### config.mk
export PLATFORM = sky130hd
export DESIGN_NAME = multdiv_ctrl
export DESIGN_NICKNAME = d
export VERILOG_FILES = /design/src/rtl/multdiv_ctrl.sv
export SDC_FILE = /design/constraint.sdc
export NUM_CORES = 1
export LEC_CHECK = 0
export ABC_CLOCK_PERIOD_IN_PS = 2000
export BUFFER_PORTS_ARGS = -buffer_cell sky130_fd_sc_hd__buf_2
export CAP_MARGIN = 10
export CORE_ASPECT_RATIO = 1.1
export CORE_MARGIN = 4
export CORE_UTILIZATION = 45
export CTS_CLUSTER_DIAMETER = 150
export DETAILED_ROUTE_END_ITERATION = 7
export GPL_ROUTABILITY_DRIVEN = 0
export GPL_TIMING_DRIVEN = 0
export PLACE_DENSITY_LB_ADDON = 0.1
export SYNTH_ARGS = -nofsm -noshare
export SYNTH_HDL_FRONTEND = slang
export SYNTH_SLANG_ARGS = --single-unit
### constraint.sdc
create_clock -name clk -period 2 [get_ports clk]
set_input_delay 0.4 -clock clk [delete_from_list [all_inputs] [get_ports clk]]
set_output_delay 0.4 -clock clk [all_outputs]
set_load 0.03 [all_outputs]
### src/rtl/multdiv_ctrl.sv
// multdiv_ctrl
//   Issue-side controller for the multicycle multiply/divide unit. It accepts
//   one MULT/DIV from execute, latches the operands, pulses a start strobe to
//   the unit, stalls the pipeline while the unit works, and hands the result
//   to writeback for a single cycle. A watchdog ends an operation whose ready
//   never arrives and reports it as an exception.
//
// Handshakes:
//   issue -> stall : an operation is taken when issue is high with an op bit
//                    set while the controller is in IDLE or DONE. stall is
//                    combinational, so the front end sees it in the issue
//                    cycle and keeps re-presenting anything it issues while
//                    stall is high.
//   ctrl_* -> data_resultRDY : one registered start pulse per operation. RDY
//                    is only honoured in BUSY; any other cycle ignores it.
//   wb_valid       : one-cycle strobe; wb_data/wb_rd/wb_exception hold until
//                    the next completion.
//
// Ports:
//   clk, reset_n                 clock, synchronous active-low reset
//   issue, op_is_div, op_is_mult operation request (DIV wins over MULT)
//   operand_A, operand_B, rd     operands and destination register
//   data_operandA/B              latched operands driven to the unit
//   ctrl_MULT, ctrl_DIV          start pulses to the unit
//   data_result, data_exception, data_resultRDY  unit response
//   stall                        front-end hold
//   wb_valid, wb_data, wb_rd, wb_exception       writeback bundle
//   dbg_state                    current FSM state (IDLE=0 START=1 BUSY=2 DONE=3)
module multdiv_ctrl #(
  parameter int unsigned MAX_CYCLES = 40
) (
  input  logic        clk,
  input  logic        reset_n,
  input  logic        issue,
  input  logic        op_is_div,
  input  logic        op_is_mult,
  input  logic [31:0] operand_A,
  input  logic [31:0] operand_B,
  input  logic [4:0]  rd,
  output logic [31:0] data_operandA,
  output logic [31:0] data_operandB,
  output logic        ctrl_MULT,
  output logic        ctrl_DIV,
  input  logic [31:0] data_result,
  input  logic        data_exception,
  input  logic        data_resultRDY,
  output logic        stall,
  output logic        wb_valid,
  output logic [31:0] wb_data,
  output logic [4:0]  wb_rd,
  output logic        wb_exception,
  output logic [1:0]  dbg_state
);

  typedef enum logic [1:0] {
    IDLE  = 2'd0,
    START = 2'd1,
    BUSY  = 2'd2,
    DONE  = 2'd3
  } state_t;

  localparam logic [5:0] WD_LAST = 6'(MAX_CYCLES - 1);

  state_t      state;
  state_t      state_nx;
  logic        accept;
  logic        timeout;
  logic        finish;
  logic [5:0]  wd_cnt;
  logic [4:0]  rd_q;

  // Gating with reset_n keeps stall and the start pulse quiet during reset.
  always_comb begin
    accept  = reset_n & issue & (op_is_div | op_is_mult) &
              ((state == IDLE) | (state == DONE));
    timeout = (wd_cnt == WD_LAST);
    finish  = (state == BUSY) & (data_resultRDY | timeout);
    stall   = accept | (state == START) | (state == BUSY);
  end

  always_comb begin
    state_nx = state;
    case (state)
      IDLE:    if (accept) state_nx = START;
      START:   state_nx = BUSY;   // RDY here may be left over from the last op
      BUSY:    if (data_resultRDY | timeout) state_nx = DONE;
      DONE:    state_nx = accept ? START : IDLE;
      default: state_nx = IDLE;
    endcase
  end

  always_ff @(posedge clk) begin
    if (!reset_n) begin
      state         <= IDLE;
      ctrl_MULT     <= 1'b0;
      ctrl_DIV      <= 1'b0;
      wb_valid      <= 1'b0;
      wb_exception  <= 1'b0;
      wb_data       <= '0;
      wb_rd         <= '0;
      data_operandA <= '0;
      data_operandB <= '0;
      rd_q          <= '0;
      wd_cnt        <= '0;
    end else begin
      state     <= state_nx;
      // Registered so the pulse is high exactly during START.
      ctrl_DIV  <= accept & op_is_div;
      ctrl_MULT <= accept & ~op_is_div;
      wb_valid  <= finish;

      // Operands are held until the next accept: the unit keeps reading
      // their sign bits right up to its final cycle.
      if (accept) begin
        data_operandA <= operand_A;
        data_operandB <= operand_B;
        rd_q          <= rd;
      end

      if (state == START) begin
        wd_cnt <= '0;
      end else if (state == BUSY) begin
        wd_cnt <= wd_cnt + 6'd1;
      end

      // rd is copied at completion so a back-to-back accept cannot disturb
      // the writeback register of the operation just finishing.
      if (finish) begin
        wb_rd <= rd_q;
        if (data_resultRDY) begin
          wb_data      <= data_result;
          wb_exception <= data_exception;
        end else begin
          wb_data      <= '0;
          wb_exception <= 1'b1;
        end
      end
    end
  end

  assign dbg_state = state;

endmodule

=== Word-level counts from Yosys, hierarchy flattened ===
Cells that the tools add are included.
W data, S select, Z words.

* Add/subtract/negate cells: 1
* Equality and inequality tests: 6
* Multiplexer cells: 6
* Bitwise gates (word level): 13
* Reductions and logical operators: 3

{| class="wikitable"
|+ Operators by type and width
! cell !! number
|-
| $mux W32 || 1
|-
| $pmux W2 S4 || 1
|-
| $add A6 B1 Y6 const B || 1
|-
| $and A1 B1 Y1 || 6
|-
| $eq A6 B6 Y1 const B || 1
|-
| $or A1 B1 Y1 || 5
|-
| $eq A2 B2 Y1 const B || 2
|-
| $mux W2 || 2
|-
| $ne A2 B2 Y1 const B || 2
|-
| $eq A2 B1 Y1 const B || 1
|-
| $logic_not A2 Y1 || 1
|-
| $mux W1 || 2
|-
| $not A1 Y1 || 2
|-
| $reduce_and A2 Y1 || 1
|-
| $reduce_or A2 Y1 || 1
|}

* Register bits after elaboration: 118
* Input bits: 108
* Output and inout port bits: 108
* Word-level logic and storage cells: 40

=== Longest topological paths before layout ===
Gate-level depths: netlist of run 1.

* Word-level depth: 5
* Mapped depth: 7
* Gate-level depth less buffers: 5

=== Worst setup path after synthesis of run 1 ===
No wires, ideal clock.

* Path type: flip-flop to output port
* Start: reg state[0], in the netlist dbg_state[0]
* End: out stall
* Arrival: 1,799 ps
* Data required time: 1,600 ps
* Slack: -199 ps
* Stages on the path, launching flop included: 7
* Buffers on the path: 2
* Cells stage by stage: dfxtp_1 inv_1 ha_1 nor2_2 buf_6 buf_6 or3_1

* Word-level cells in the longest chain between the ends: 5
* Elaborated cells between the ends (all ways): 8
* Those cells by class: eq/ne (3); bitwise (4); reduce/logical (1)

{| class="wikitable"
|+ Ends and longest elaborated chain
! what !! line !! text
|-
| start, declared || 64 || <nowiki>state_t state;</nowiki>
|-
| start signal, assigned || 106 || <nowiki>state <= state_nx;</nowiki>
|-
| $eq A2 B2 Y1 / $logic_not A2 Y1 (equally long branches) || 75 || <nowiki>((state == IDLE) | (state == DONE));</nowiki>
|-
| $or A1 B1 Y1 || 75 ||
|-
| $and A1 B1 Y1 || 74 || <nowiki>accept = reset_n & issue & (op_is_div | op_is_mult) &</nowiki>
|-
| $or A1 B1 Y1 || 78 || <nowiki>stall = accept | (state == START) | (state == BUSY);</nowiki>
|-
| $or A1 B1 Y1 (*) || 78 ||
|-
| end, declared || 47 || <nowiki>output logic stall,</nowiki>
|}

Every way passes the cells marked *; elsewhere a longest branch is shown, timed or not.

=== Final worst setup path of run 1 ===
* Start: reg state[1], in the netlist dbg_state[1]
* End: out stall

Same word-level chain as after synthesis.

==> results of run 1 <==
placed cells by master, fill, tap and decap left out, types with 2 or more instances in the layout:
master,synthesis,layout
a21oi_1,2,2
and2_1,3,3
buf_2,14,227
buf_4,2,14
buf_6,3,2
bufinv_16,0,3
clkbuf_1,18,19
clkbuf_16,0,16
clkbuf_8,0,7
clkinv_2,0,4
dfxtp_1,118,116
dfxtp_4,0,2
ha_1,6,3
ha_4,0,2
mux2i_1,7,7
nand2_1,213,213
nand4_1,2,2
nor2_1,6,6
o21ai_0,70,70
o22ai_1,22,22
o22ai_2,10,10
xor2_1,3,3
logic make-up (layout without fill, tap and decap cells):
group                    after synthesis  in the layout
AND/OR/NAND/NOR                      230            231
flip-flops                           118            118
AO/OA/AOI/OAI                        110            110
buffers and inverters                 42            298
multiplexers                           7              7
adder cells (fa/ha/maj)                6              6
XOR/XNOR                               4              4
what timing repair did:
action | CTS | global route
buffers inserted | 8 | 4
cloned | 1 | 0
gates resized for setup | 13 | 1
pin swaps | 3 | 2
hold buffers | 0 | 0
endpoints found under the setup margin | 1 | 1
cells in the mapped netlist:
library cell | instances | share of area
clkbuf_2 | 1 | 0.0012
o22ai_2 | 10 | 0.029
inv_1 | 3 | 0.0026
and2_1 | 3 | 0.0043
nor2_1 | 6 | 0.0052
buf_6 | 3 | 0.0078
buf_2 | 14 | 0.016
nand2b_1 | 1 | 0.0014
nor3_1 | 1 | 0.0012
buf_4 | 2 | 0.0035
ha_1 | 6 | 0.017
o211ai_2 | 1 | 0.0029
o22ai_1 | 22 | 0.032
nand2_1 | 213 | 0.18
clkbuf_1 | 18 | 0.016
dfxtp_1 | 118 | 0.54
nor2b_2 | 1 | 0.0020
a21oi_1 | 2 | 0.0023
o221a_1 | 1 | 0.0026
nor2_2 | 1 | 0.0014
nand4_1 | 2 | 0.0029
xor2_1 | 3 | 0.0061
xnor2_1 | 1 | 0.0020
a41oi_2 | 1 | 0.0037
o21ai_0 | 70 | 0.081
buf_8 | 1 | 0.0035
a221oi_1 | 1 | 0.0020
a21o_1 | 1 | 0.0017
o32ai_1 | 1 | 0.0020
mux2i_1 | 7 | 0.016
or3_1 | 2 | 0.0029
layout make-up:
cell class              count  area, um2
fillers                   813       3089
flip-flops and latches    118       2370
multi-input cells         358       1804
repair buffers            227       1172
clock buffers              24      500.5
plain buffers              36      178.9
well taps                 117      146.4
clock inverters             8      117.6
inverters                   3      18.77
worst min-delay path: stages:
cell and delay [ns]:
buf_2 0.07, nand2_1 0.03, o21ai_0 0.05
sequential cells by signal, indices dropped and copies added, names as in the netlist, 2 cells and up:
signal / count
data_operandB: 32
rd_q: 5
wb_data: 32
data_operandA: 32
wb_rd: 5
dbg_state: 2
wd_cnt: 6
metal layers:
metal | wire, um | part of all wire | up-vias | track usage
li1 | - | - | 2195 | -
met3 | 1254 | 0.098 | 16 | 0.07992
met4 | 184 | 0.014 | 0 | 0.07624
met2 | 6382 | 0.50 | 171 | 0.3770
met1 | 4991 | 0.39 | 1978 | 0.2533
met5 | 0 | 0 | - | 0
stage by stage:
stage                     hold slack, ns  setup WS (ns)  std cells
after floorplan                   0.4407        0.02417        517
after global placement            0.4409        -0.1963        849
after detailed placement          0.4490        -0.2227        849
after CTS                        0.07125        -0.1532        887
after global routing             0.08169        -0.1549        891
final                            0.08698        -0.1068        891
worst paths after layout:
| path | slack [ns] | cells past startpoint | start | end |
|---|---|---|---|---|
| setup reg to reg | 0.28 | 6 | dbg_state[0] | data_operandB[22] |
| hold / removal | 0.09 | 3 | operand_A[19] | data_operandA[19] |
| setup / recovery | -0.11 | 5 | dbg_state[1] | stall |
| hold reg to reg | 0.45 | 2 | data_operandB[23] | data_operandB[23] |
power breakdown:
group | internal [mW] | switching [mW]
clock network | 2.09 | 1.01
logic | 0.778 | 1.47
registers | 2.70 | 0.174
==> results.json, run 1 <==
{
  "ioPinCount": 216,
  "first_iter_violations": 150,
  "synthAdderAreaFrac": 0.01730,
  "grt_pass1_wl_um": 20050,
  "grt_pass1_vias": 4220,
  "syn-instance-count": 517,
  "fin_area_um2": 6309,
  "antenna_found_initial": 0,
  "cts.htree.levels": 4,
  "post_dp_cell_area_um2": 5570,
  "synth_top_family_by_area": "simple AND/OR/NAND/NOR gates",
  "yosysUniqueCellTypes": 31,
  "start_util": 0.4619,
  "crit_required_ns": 1.60,
  "tritoncts": "built",
  "via_per_inst": 4.893,
  "power_density_nw_per_um2": 1302,
  "finalCritPeriodShare": 1.053,
  "die_area_um2": 11280,
  "maxSlewViolCount": 0,
  "rsz0062_at_grt": "yes",
  "drt_wl_total_um": 12810,
  "final_nets": 875,
  "postRouteAntennaNets": 0,
  "post_drt_wl_per_cell_um": 14.38,
  "post-route-drc-count": 0,
  "crit_chain": "inv_4 -> ha_4 -> nor2_4 -> or3_4 -> buf_6",
  "clk_latency_ns": 0.50,
  "cp-end-kind": "output pin",
  "drv_cap": 0,
  "critPathMaxStageDelay_ns": 0.37,
  "finClkSkew_ns": 0.005493,
  "chipWidth_um": 101.6,
  "clkSinkCount": 118,
  "diodes": 0,
  "critPathMaxFanout": 3,
  "finalPower_mw": 8.217,
  "synth_xor_area_frac": 0.008071,
  "critPathTopFamily": "flip-flops",
  "setup_ws_ns": -0.1068,
  "layout-drive-gt1-share": 0.3863,
  "synth_seq_cells": 118,
  "yosys.area_share.simple": 0.2055,
  "avgSynthCellArea_um2": 8.395,
  "synth-compound-area-share": 0.1585,
  "grt_use_total": 0.2217,
  "root_buffer": "clkbuf_8",
  "crit_slowest_cell": "dfxtp_4",
  "worstSetupPathType": "flop to output pin",
  "post-route-min-period_ns": 2.107,
  "synth_area_um2": 4340,
  "yosys_warnings": 0,
  "syn_nets": 631,
  "vias": 4360,
  "violations": "negative setup slack",
  "max_clock_freq_ghz": 0.4747,
  "clockBufferDepth": 2,
  "synthMuxAreaShare": 0.01614,
  "ir_drop_mv": 0.6291,
  "finalSetupViolations": 1,
  "p_leak_nw": 2.971,
  "die_h_um": 111.0,
  "crit_buf_inv": 2,
  "relSlewSlack": 0.6695,
  "critPathLaunchType": "flop",
  "syn2layout_area_growth_pct": 45.34,
  "core_area_um2": 9398,
  "drt_first_pass_iters": 5,
  "rows": 37,
  "min_path_type": "input pin to flop",
  "cts_buffers": 17,
  "dp_hpwl_um": 9440,
  "tightest_slew_ns": 0.4953,
  "overflow": 0,
  "io_buffers": 215,
  "hold_viol": 0,
  "yosysSeqAreaShare": 0.5442,
  "grt_max_degree": 17,
  "cp.arrival_ns": 1.71,
  "clk_pin_slew_ns": 0.06,
  "outcome": "complete, but fails checks",
  "setup_tns_ns": -0.1068,
  "final_util": 0.6713
}
Power figures use the tool's default switching activity.
==> run 2, diff against run 1 <==
--- a/config.mk
+++ b/config.mk
@@ -16,6 +16,7 @@
 export GPL_ROUTABILITY_DRIVEN = 0
 export GPL_TIMING_DRIVEN = 0
 export PLACE_DENSITY_LB_ADDON = 0.1
+export REMOVE_ABC_BUFFERS = 1
 export SYNTH_ARGS = -nofsm -noshare
 export SYNTH_HDL_FRONTEND = slang
 export SYNTH_SLANG_ARGS = --single-unit
==> run 2 against run 1 <==
  * The run still ends with negative setup slack left
  * Core utilization shrank 1.7 points
  * Largest power group is now registers
  * Combinational power shrank 5%
  * Final area fell by 2.5%
==> results.json, run 2 (synthesis gave the netlist of run 1 again) <==
{
  "vias": 4159,
  "min_path_type": "input pin to flop",
  "fin_area_um2": 6152,
  "rr_startpoint": "dbg_state[1]",
  "finClkSkew_ns": 0.005523,
  "core_area_um2": 9398,
  "hold_end": "data_operandA[25]",
  "overflow": 0,
  "final_common_cell": "buf_2",
  "post-place-ws_ns": -0.9704,
  "dp_hpwl_um": 7686,
  "clkSinkCount": 118,
  "rows": 37,
  "tritoncts": "built",
  "tightest_slew_ns": 0.8336,
  "rrSetupSlack_ns": 0.19,
  "grt_pass1_vias": 4076,
  "post-route-min-period_ns": 2.141,
  "grt_pass1_wl_um": 19060,
  "reg2reg_to": "data_operandB[26]",
  "mostFrequentLayoutCells": "213 x buf_2, 212 x nand2_1, 116 x dfxtp_1, 70 x o21ai_0, 22 x o22ai_1",
  "cts.htree.levels": 4,
  "largestRegisters": "data_operandA (32), data_operandB (32), wb_data (32)",
  "nFillCells": 842,
  "min_from": "operand_A[25]",
  "drt_first_pass_iters": 6,
  "first_iter_violations": 132,
  "drv_cap": 0,
  "rsz0062_at_grt": "yes",
  "postRouteAntennaNets": 0,
  "post_dp_cell_area_um2": 5456,
  "min_path_cells": 3,
  "setup_tns_ns": -0.1414,
  "grt_use_total": 0.2118,
  "cp-end-kind": "output pin",
  "via_per_inst": 4.876,
  "hold_viol": 0,
  "post-route-drc-count": 0,
  "critPathMaxFanout": 4,
  "finalSetupViolations": 1,
  "violations": "negative setup slack",
  "grt_max_degree": 64,
  "max_clock_freq_ghz": 0.4670,
  "final_nets": 838,
  "clk_latency_ns": 0.51,
  "start_util": 0.4619,
  "drt_wl_total_um": 11710,
  "relSlewSlack": 0.4437,
  "critPathLaunchType": "flop",
  "cts_buffers": 17,
  "ioPinCount": 216,
  "root_buffer": "clkbuf_8",
  "setup_ws_ns": -0.1414,
  "syn2layout_area_growth_pct": 41.74,
  "clk_pin_slew_ns": 0.06,
  "antenna_found_initial": 0,
  "crit_required_ns": 1.60,
  "clockBufferDepth": 2,
  "r2r_cells": 5,
  "worstSetupPathType": "flop to output pin",
  "layout-drive-gt1-share": 0.3777,
  "p_leak_nw": 2.857,
  "finalCritPeriodShare": 1.071,
  "diodes": 0,
  "io_buffers": 215,
  "outcome": "complete, but fails checks",
  "post_drt_wl_per_cell_um": 13.72,
  "ir_drop_mv": 0.7059,
  "cp.arrival_ns": 1.74,
  "die_h_um": 111.0,
  "die_area_um2": 11280,
  "maxSlewViolCount": 0,
  "final_util": 0.6546,
  "power_density_nw_per_um2": 1270,
  "chipWidth_um": 101.6
}
==> run 2: timing repair <==
| item | CTS | global route |
|---|---|---|
| pin swaps | 2 | 0 |
| hold buffers | 0 | 0 |
| endpoints found under the setup margin | 88 | 1 |
| cloned | 3 | 0 |
| buffers inserted | 5 | 0 |
| resized for setup | 15 | 2 |
==> run 2: layer usage <==
| metal | GRT usage | wire length, um | up-vias |
|---|---|---|---|
| met5 | 0 | 0 | - |
| met2 | 0.3408 | 5433 | 174 |
| li1 | - | - | 2111 |
| met4 | 0.1020 | 315 | 0 |
| met3 | 0.09062 | 1259 | 22 |
| met1 | 0.2375 | 4698 | 1852 |
==> run 2: worst max-delay path, stage by stage (launching register included) <==
cell	delay [ns]
dfxtp_4	0.38
inv_4	0.05
ha_4	0.27
nor2_4	0.04
or3_4	0.34
buf_6	0.15
==> run 2: area by class of cell <==
cell class                 instances  area, um2  area share
clock buffer                      21      449.2     0.07301
inverter                           3      13.76    0.002237
timing repair buffer             225       1255      0.2040
clock inverter                    10      105.1     0.01708
tap                              117      146.4     0.02379
sequential                       118       2367      0.3848
multi-input combinational        359       1815      0.2951
==> run 2: how the worst max path moves through the flow <==
| stage | startpoint | end | slack (ns) |
|---|---|---|---|
| CTS | dbg_state[1] | stall | -0.14 |
| floorplan | dbg_state[0] | stall | -2.19 |
| global route | dbg_state[1] | stall | -0.20 |
| finish | dbg_state[1] | stall | -0.14 |
| detailed placement | reset_n | data_operandB[23] | -0.97 |
| global placement | reset_n | stall | -4.61 |
==> run 2: through the flow <==
stage	hold WS (ns)	cells	total power, mW
floorplan	0.4406	478	4.143
global placement	0.4404	810	4.747
detailed placement	0.4470	814	4.836
CTS	0.05639	853	7.859
global route	0.06497	853	8.225
finish	0.07543	853	7.813
==> run 2: power by group <==
group          internal [mW]  switching (mW)
sequential              2.70           0.168
clock                   1.81            1.00
combinational          0.722            1.41
==> run 3, diff against run 2 <==
--- a/config.mk
+++ b/config.mk
@@ -5,11 +5,11 @@
 export SDC_FILE = /design/constraint.sdc
 export NUM_CORES = 1
 export LEC_CHECK = 0
-export ABC_CLOCK_PERIOD_IN_PS = 2000
+export ABC_CLOCK_PERIOD_IN_PS = 2150
 export BUFFER_PORTS_ARGS = -buffer_cell sky130_fd_sc_hd__buf_2
 export CAP_MARGIN = 10
 export CORE_ASPECT_RATIO = 1.1
-export CORE_MARGIN = 4
+export CORE_MARGIN = 2
 export CORE_UTILIZATION = 45
 export CTS_CLUSTER_DIAMETER = 150
 export DETAILED_ROUTE_END_ITERATION = 7
==> constraint.sdc (replaced) <==
create_clock -name clk -period 2.15 [get_ports clk]
set_input_delay 0.43 -clock clk [delete_from_list [all_inputs] [get_ports clk]]
set_output_delay 0.43 -clock clk [all_outputs]
set_load 0.03 [all_outputs]
==> run 3 against run 2 <==
  * The run still ends with negative setup slack left
  * Highest routed layer unchanged
  * Die area is 7.4% lower
  * Critical endpoint unchanged
  * Register-to-register slack better by 0.21 ns
  * Global-route usage is 0.21 points higher
  * Core utilization is 0.93 points higher
  * Sequential power is 7.0% lower
  * Non-clock buffer count stayed put
  * Sequential share of layout area is 0.31 points lower
  * Via count is 1.1% lower
==> results.json, run 3 (synthesis gave the netlist of run 1 again) <==
{
  "outcome": "complete, but fails checks",
  "violations": "negative setup slack",
  "finalCritPeriodShare": 1.005,
  "cts_buffers": 17,
  "crit_required_ns": 1.72,
  "root_buffer": "clkbuf_8",
  "largestRegisters": "data_operandA (32), data_operandB (32), wb_data (32)",
  "min_path_type": "input pin to flop",
  "cts.htree.levels": 4,
  "post-route-min-period_ns": 2.160,
  "worstSetupPathType": "flop to output pin",
  "relSlewSlack": 0.4813,
  "max_clock_freq_ghz": 0.4629,
  "die_h_um": 107.0,
  "syn2layout_area_growth_pct": 43.04,
  "via_per_inst": 4.815,
  "finalPower_mw": 7.623,
  "first_iter_violations": 131,
  "finClkSkew_ns": 0.006917,
  "finalSetupViolations": 1,
  "io_buffers": 215,
  "tightest_slew_ns": 0.7773,
  "overflow": 0,
  "maxSlewViolCount": 0,
  "critPathLaunchType": "flop",
  "post_drt_wl_per_cell_um": 13.16,
  "drt_wl_total_um": 11240,
  "clk_pin_slew_ns": 0.05,
  "start_util": 0.4641,
  "p_leak_nw": 2.881,
  "core_area_um2": 9351,
  "grt_pass1_vias": 3903,
  "layout-drive-gt1-share": 0.3731,
  "final_nets": 838,
  "postRouteAntennaNets": 0,
  "grt_max_degree": 91,
  "rows": 37,
  "drv_cap": 0,
  "post-route-drc-count": 0,
  "vias": 4112,
  "clockBufferDepth": 2,
  "rsz0062_at_grt": "yes",
  "tritoncts": "built",
  "post_dp_cell_area_um2": 5456,
  "ir_drop_mv": 0.7262,
  "ioPinCount": 216,
  "grt_use_total": 0.2139,
  "diodes": 0,
  "mostFrequentLayoutCells": "213 x nand2_1, 213 x buf_2, 116 x dfxtp_1, 70 x o21ai_0, 22 x o22ai_1",
  "cp.arrival_ns": 1.73,
  "cp-end-kind": "output pin",
  "ctsHoldBuffers": 0,
  "power_density_nw_per_um2": 1228,
  "dp_hpwl_um": 7485,
  "clk_latency_ns": 0.51,
  "grt_pass1_wl_um": 18000,
  "chipWidth_um": 97.64,
  "clkSinkCount": 118,
  "critPathMaxFanout": 4,
  "die_area_um2": 10450,
  "antenna_found_initial": 0,
  "fin_area_um2": 6208,
  "hold_viol": 0,
  "setup_ws_ns": -0.01019,
  "drt_first_pass_iters": 5
}
[run 3: worst max-delay path: stages, from the launching register on]
cell,delay (ns)
dfxtp_4,0.38
inv_4,0.05
ha_4,0.27
nor2_4,0.04
or3_1,0.33
buf_6,0.15
[run 3: path summary, 6_finish.rpt]
path                          start           endpoint  slack (ns)  cells past startpoint
setup reg to reg       dbg_state[1]   data_operandB[6]        0.40                      5
hold reg to reg   data_operandA[31]  data_operandA[31]        0.45                      2
setup / recovery       dbg_state[1]              stall       -0.01                      5
hold / removal        operand_A[14]  data_operandA[14]        0.11                      3
[run 3: where the power goes]
group / internal, mW / switching, mW
sequential: 2.51 / 0.156
combinational: 0.662 / 1.30
clock: 2.05 / 0.932
total: 5.23 / 2.39
[run 3: through the flow]
stage | setup TNS [ns] | std cells | worst slack, ns | hold WS (ns) | utilization
floorplan | -129.18 | 478 | -2.075 | 0.4406 | -
global placement | -329.82 | 810 | -4.526 | 0.4404 | 0.5728
detailed placement | -22.58 | 814 | -0.4957 | 0.4475 | 0.5835
CTS | -0.01842 | 853 | -0.01842 | 0.08420 | 0.6610
global route | -0.06734 | 854 | -0.06734 | 0.09461 | 0.6639
finish | -0.01019 | 854 | -0.01019 | 0.1104 | 0.6639
[run 3: layer usage]
| metal | part of all wire | wire [um] | global-route usage |
|---|---|---|---|
| met1 | 0.41 | 4564 | 0.2435 |
| met2 | 0.47 | 5319 | 0.3468 |
| met3 | 0.097 | 1092 | 0.08801 |
| met4 | 0.023 | 262 | 0.1081 |
| met5 | 0 | 0 | 0 |
[run 3: what timing repair did]
action	in CTS	in global routing
gates cloned	2	0
pin swaps	2	0
setup buffers	5	0
setup endpoints to repair	58	1
gates resized for setup	14	0
[run 3: cell type report]
cell class / count / area, um2
clock buffers: 23 / 456.7
clock inverters: 9 / 172.7
fillers: 815 / 3143
inverters: 3 / 13.76
multi-input cells: 359 / 1808
flip-flops and latches: 118 / 2370
well taps: 117 / 146.4
repair buffers: 225 / 1241
